File: src/rtl/instr_mem_loader.sv
// Boot-time instruction memory loader: parses a framed big-endian byte stream,
// writes one 32-bit word per instruction and releases the CPU reset after a valid checksum.
module instr_mem_loader #(
   parameter int unsigned DEPTH     = 32,
   parameter logic [31:0] BASE_ADDR = 32'h0000_0000
) (
   input  logic        clk_i,
   input  logic        rst_i,
   input  logic [7:0]  byte_i,
   input  logic        valid_i,
   output logic        ready_o,
   output logic        mem_we_o,
   output logic [31:0] mem_addr_o,
   output logic [31:0] mem_data_o,
   output logic        load_done_o,
   output logic        load_err_o,
   output logic        cpu_rst_o,
   output logic [15:0] words_loaded_o
);

   typedef enum logic [2:0] {HDR_HI, HDR_LO, DATA, CSUM, DONE, ERR} state_t;

   state_t      state, state_nx;
   logic        accept;
   logic [15:0] cnt;
   logic [15:0] cnt_full;
   logic [15:0] word_idx;
   logic [1:0]  byte_cnt;
   logic [23:0] asm_q;
   logic [7:0]  csum;
   logic        last_word;

   assign cnt_full  = {cnt[15:8], byte_i};
   assign last_word = (word_idx == (cnt - 16'd1));

   always_ff @(posedge clk_i) begin
      if (!rst_i) state <= HDR_HI;
      else        state <= state_nx;
   end

   always_comb begin
      state_nx    = state;
      ready_o     = 1'b0;
      load_done_o = 1'b0;
      load_err_o  = 1'b0;
      cpu_rst_o   = 1'b0;
      case (state)
         HDR_HI: begin
            ready_o = 1'b1;
            if (valid_i) state_nx = HDR_LO;
         end
         HDR_LO: begin
            ready_o = 1'b1;
            if (valid_i) begin
               if (32'(cnt_full) > DEPTH)   state_nx = ERR;
               else if (cnt_full == 16'd0) state_nx = CSUM;
               else                        state_nx = DATA;
            end
         end
         DATA: begin
            ready_o = 1'b1;
            if (valid_i && byte_cnt == 2'd3 && last_word) state_nx = CSUM;
         end
         CSUM: begin
            ready_o = 1'b1;
            if (valid_i) state_nx = (byte_i == csum) ? DONE : ERR;
         end
         DONE: begin
            load_done_o = 1'b1;
            cpu_rst_o   = 1'b1;
         end
         ERR: begin
            load_err_o = 1'b1;
         end
         default: state_nx = HDR_HI;
      endcase
      accept = valid_i && ready_o;
   end

   // Write strobe is registered, so it lands one cycle after the 4th byte and
   // may overlap acceptance of the next byte without disturbing the assembly.
   always_ff @(posedge clk_i) begin
      if (!rst_i) begin
         mem_we_o       <= 1'b0;
         mem_addr_o     <= BASE_ADDR;
         mem_data_o     <= '0;
         words_loaded_o <= '0;
         cnt            <= '0;
         word_idx       <= '0;
         byte_cnt       <= '0;
         asm_q          <= '0;
         csum           <= '0;
      end else begin
         mem_we_o <= 1'b0;
         if (accept) begin
            if (state != CSUM) csum <= csum ^ byte_i;
            case (state)
               HDR_HI: cnt[15:8] <= byte_i;
               HDR_LO: cnt[7:0]  <= byte_i;
               DATA: begin
                  byte_cnt <= byte_cnt + 2'd1;
                  asm_q    <= {asm_q[15:0], byte_i};
                  if (byte_cnt == 2'd3) begin
                     mem_we_o       <= 1'b1;
                     mem_data_o     <= {asm_q, byte_i};
                     mem_addr_o     <= BASE_ADDR + 32'({word_idx, 2'b00});
                     words_loaded_o <= words_loaded_o + 16'd1;
                     word_idx       <= word_idx + 16'd1;
                  end
               end
               default: ;
            endcase
         end
      end
   end

endmodule
File: config.mk
export PLATFORM = sky130hd
export DESIGN_NAME = instr_mem_loader
export DESIGN_NICKNAME = d
export VERILOG_FILES = /design/src/rtl/instr_mem_loader.sv
export SDC_FILE = /design/constraint.sdc
export NUM_CORES = 1
export LEC_CHECK = 0
export ABC_AREA = 1
export BUFFER_PORTS_ARGS = -buffer_cell sky130_fd_sc_hd__buf_2
export CORE_ASPECT_RATIO = 0.9
export CORE_MARGIN = 2
export CORE_UTILIZATION = 55
export CTS_CLUSTER_SIZE = 28
export DETAILED_ROUTE_END_ITERATION = 8
export GPL_ROUTABILITY_DRIVEN = 0
export PLACE_DENSITY = 0.75
export SKIP_CTS_REPAIR_TIMING = 1
export SYNTH_ARGS = -nofsm -noshare
export SYNTH_HDL_FRONTEND = slang
export SYNTH_SLANG_ARGS = --single-unit
File: constraint.sdc
create_clock -name clk_i -period 4.35 [get_ports clk_i]
set_input_delay 0.2175 -clock clk_i [delete_from_list [all_inputs] [get_ports clk_i]]
set_output_delay 0.2175 -clock clk_i [all_outputs]
set_load 0.1 [all_outputs]
## Word-level counts from Yosys, hierarchy flattened

Index checks and enable logic that the tools add are counted.

| operators by class | value |
|---|---|
| muxes and demuxes | 12 |
| $lt $le $gt $ge | 1 |
| $add $sub $neg | 4 |
| multiply operators | 0 |
| equality and inequality tests | 13 |
| div/mod/pow operators | 0 |
| shift operators | 0 |
| bitwise operators | 2 |
| reduce and logical (&&, ||, !) cells | 14 |

Operators by type and width:

| operator | number |
|---|---|
| $add A16 B1 Y16 const B | 2 |
| $eq A16 B16 Y1 | 1 |
| $gt A16 B6 Y1 const B | 1 |
| $logic_not A16 Y1 | 1 |
| $sub A16 B1 Y16 const B | 1 |
| $mux W3 | 5 |
| $pmux W3 S5 | 1 |
| $eq A8 B8 Y1 | 1 |
| $ne A2 B2 Y1 const B | 4 |
| $reduce_and A2 Y1 | 4 |
| $xor A8 B8 Y8 | 1 |
| $eq A3 B2 Y1 const B | 2 |
| $eq A3 B3 Y1 const B | 2 |
| $mux W1 | 6 |
| $reduce_and A3 Y1 | 2 |
| $reduce_and A5 Y1 | 1 |
| $reduce_or A4 Y1 | 1 |
| $eq A3 B1 Y1 const B | 1 |
| $logic_and A1 B1 Y1 | 3 |
| $logic_not A3 Y1 | 1 |
| $ne A3 B2 Y1 const B | 1 |
| $add A2 B1 Y2 const B | 1 |
| $eq A2 B2 Y1 const B | 1 |
| $reduce_or A2 Y1 | 1 |
| $not A1 Y1 | 1 |

| word-level totals | value |
|---|---|
| output and inout bits | 85 |
| bits in read-only memories | 0 |
| memories | 0 |
| input bits | 11 |
| RAM bits | 0 |
| bits in registers | 134 |
| latch bits | 0 |

## Depth between registers and ports, before layout

| logic depth | value |
|---|---|
| word-level depth | 5 |
| depth in mapped cells | 14 |

## Least setup slack after synthesis

OpenSTA, ideal clock, no wires.

| path | value |
|---|---|
| kind | flip-flop to output port |
| start point | register state[2] |
| end point | output load_done_o |
| data arrival time | 2.278 ns |
| slack | 1.854 ns |
| cell stages (with the launch flop) | 4 |
| path through | dfxtp_1 nand2_1 nor2_1 buf_4 |

| between the ends | value |
|---|---|
| longest elaborated chain between the ends | 2 |

RTL lines:

| what | RTL line | source |
|---|---|---|
| start, declared | 23 | `state_t state, state_nx;` |
| start signal, assigned | 38 | `else state <= state_nx;` |
| $eq A3 B3 Y1 | -- |  |
| $mux W1 | -- |  |
| end, declared | 15 | `output logic load_done_o,` |

No other way between the ends.

## Worst setup path in the final report

| path | value |
|---|---|
| start point | register byte_cnt[0] |
| end point | register word_idx[14] |

| between the ends | value |
|---|---|
| longest elaborated chain between the ends | 2 |

RTL lines:

| what | RTL line | source |
|---|---|---|
| start, declared | 28 | `logic [1:0] byte_cnt;` |
| start signal, assigned | 101 | `byte_cnt <= byte_cnt + 2'd1;` |
| $eq A2 B2 Y1 | 103 | `if (byte_cnt == 2'd3) begin` |
| $reduce_and A3 Y1 (no line) | -- |  |
| end signal, assigned | 108 | `word_idx <= word_idx + 16'd1;` |
| end, declared | 27 | `logic [15:0] word_idx;` |

No other way between the ends.
A chain may end at the register's enable or synchronous reset.

==> run_results.csv <==
group,metric,value,unit
cts,clkTransAtPathRegs,60,ps
grt,grt_pass1_vias,4851,
detailed_routing,vias,5287,
hold_path,hp-class,"in2reg",
status,violations,"DRC",
cts,insertion_delay,410,ps
synth,postSynthCellCount,786,
sta,timing.fmax,0.382,GHz
synth,avgSynthCellArea,7.51,um^2
cts,clock_path_buffers,2,
floorplanning,initial_core_util,0.571,
grt,antenna_found_initial,0,
critical_path,worst-setup-path-type,"reg2reg",
detailed_routing,dr.pass1.iters,7,
placed_design,placed_cell_area,0.00627,mm^2
sta,rsz0062_at_grt,"false",
final_layout,area_growth,16.0,%
critical_path,cp-end-kind,"flip-flop",
final_layout,final_core_util,0.662,
synth,synth_area_leaders,"dfxtp_1 (45%), o21ai_0 (9.5%), a21oi_1 (8.1%), nand2_1 (6.4%), inv_1 (5.9%)",
grt,grt_util_all_layers,0.245,
floorplanning,core,0.0103,mm^2
sta,post-route-period-util,0.601,
sta,period_minus_slack,2620,ps
detailed_routing,drtIter0Drc,420,
floorplanning,std_cell_rows,35,
sta,setup_ws,1730,ps
status,status,"finished with violations",
cts,cts_buffers,17,
synth,synth-seq-cells,134,
floorplanning,die_y,102,um
critical_path,crit_slowest_cell,"nor2_8",
final_layout,drive_gt1_frac,0.156,
synth,yosys_warnings,0,
final_layout,mostFrequentLayoutCells,"dfxtp_1 (134), o21ai_0 (112), nand2_1 (101)",
sta,drv_slew,0,
final_layout,nFillCells,867,
sta,worst_pin_slew,993,ps
sta,finalSetupViolCount,0,
cts,cts_tree,"yes",
synth,ys_types,40,
synth,synth_top_cell_area_share,0.455,
placed_design,pre_cts_ws,1790,ps
power,powerDensity,438,mW/mm^2
final_layout,fin_cells,990,
placed_design,dp.cells,960,
sta,fin_worst_skew,7.45,ps
sta,tns,0,ps
grt,grt_max_degree,118,
grt,overflow,0,
final_layout,finish.instance_area,0.00684,mm^2
placed_design,portBuffers,79,
final_layout,final_common_cell,"dfxtp_1",
critical_path,crit_chain,"ha_1 > nand2_1 > nor2_8 > inv_4 > nor2_8 > nand2_2 > nor3_2 > nand2_1 > clkinv_1 > nand3_2 > o21ai_1 > a21oi_1",
final_layout,nets,865,
synth,yosysSeqAreaShare,0.455,
detailed_routing,wl,13700,um
critical_path,crit_path_max_fanout,52,
critical_path,worstPathRequired,4650,ps
critical_path,worstPathArrival,2920,ps
power,ir_worst_vdd,0.235,mV
floorplanning,io_pins,96,
critical_path,startpoint_type,"flip-flop",
sta,finalHoldViolations,0,
flow_run,drv_cap,0,
detailed_routing,wl_per_cell,13.9,um
critical_path,critPathMaxStageDelay,550,ps
sta,slew_headroom,0.338,
cts,root_buffer,"clkbuf_16",
cts,cts_sinks,134,
synth,synth_top_cell_by_area,"dfxtp_1",
synth,synth_area,0.00590,mm^2
power,power.static_leakage,3.02,nW
floorplanning,die_x,113,um
critical_path,crit_buf_inv,2,
placed_design,dp_hpwl,9340,um
detailed_routing,viasPerCell,5.34,
cts,cts_max_level,4,
detailed_routing,ant_nets,0,
critical_path,r2r_slack,1730,ps
critical_path,cp_top_family,"simple AND/OR/NAND/NOR gates",
floorplanning,die_area,0.0116,mm^2
detailed_routing,drc,9,
grt,grt_pass1_wl,22900,um
final_layout,diodes,0,
## cell usage after synthesis
cell type,number
o21ba_2,1
o211ai_1,1
nor2_8,2
a21oi_2,1
buf_4,17
inv_2,2
o31ai_1,1
nor3b_1,1
a21oi_1,95
o21ai_1,3
buf_2,2
nand3_1,47
clkinv_1,4
xor2_1,17
nand3b_1,2
ha_1,4
nor4_1,1
nand2_4,1
nand2_2,1
nor3_1,11
dfxtp_1,134
o21ai_0,112
xnor2_1,9
nand4_2,1
inv_1,92
or2_2,3
nor2_4,2
a31oi_1,1
nand2_1,101
o21bai_1,1
o21a_1,4
nor2_1,61
nor2_2,2
nand3_2,3
buf_1,5
conb_1,1
inv_4,1
clkbuf_1,27
nor3_2,5
nand4_1,7
## stage by stage
step                      total power [mW]  hold slack [ps]
final                                 3.00              146
after global routing                  3.11              148
after floorplan                       1.58              321
after global placement                1.61              446
after CTS                             3.00              127
after detailed placement              1.62              453
## final cells by class
| type | count | area (um^2) | area share |
|---|---|---|---|
| flip-flops and latches | 134 | 2680 | 0.392 |
| inverters | 99 | 374 | 0.0547 |
| well taps | 129 | 161 | 0.0236 |
| clock inverters | 8 | 100 | 0.0146 |
| multi-input cells | 517 | 2640 | 0.386 |
| clock buffers | 22 | 474 | 0.0693 |
| repair buffers | 81 | 410 | 0.0600 |
## logic make-up after synthesis
group / after synthesis / synth area share
simple gates: 251 / 0.199
xor+xnor: 26 / 0.0386
fa+ha+maj: 4 / 0.00848
other cells: 1 / 0.000636
flops: 134 / 0.455
compound gates: 220 / 0.191
buf+inv: 150 / 0.107
## state kept, by name, indices dropped and copies added, names as in the netlist
register and count:
asm_q 24, byte_cnt 2, cnt 16, csum 8, mem_addr_o 16, mem_data_o 32
mem_we_o 1, state 3, word_idx 16, words_loaded_o 16
## power by group
group / leakage (nW) / total (mW) / switching, mW / internal [mW]
registers: 1.08 / 1.28 / 0.0245 / 1.25
clock network: 0.270 / 1.40 / 0.515 / 0.880
logic: 1.66 / 0.323 / 0.234 / 0.0889
## layer usage
layer | wire length, um | vias up | track usage
li1 | - | 2679 | -
met1 | 6430 | 2427 | 0.327
met2 | 6250 | 166 | 0.398
met3 | 844 | 15 | 0.0528
met4 | 187 | 0 | 0.0863
met5 | 0 | - | 0
## worst register-to-register path, delay by kind of cell, from the launching register on
family                     cells  cell delay (ps)
adders and majority gates      1              160
buffers and inverters          2              430
AOI/OAI and AO/OA              2              210
DFF                            1              350
and+or+nand+nor                7             1360
## worst paths after layout
kind                             startpoint             end  depth (start not counted)
worst max-delay path            byte_cnt[0]    word_idx[14]                         12
worst min-delay path              byte_i[7]   mem_data_o[7]                          3
worst max register to register  byte_cnt[0]    word_idx[14]                         12
worst min register to register    asm_q[19]  mem_data_o[27]                          2
No activity file was read; power rests on OpenSTA's default activity.
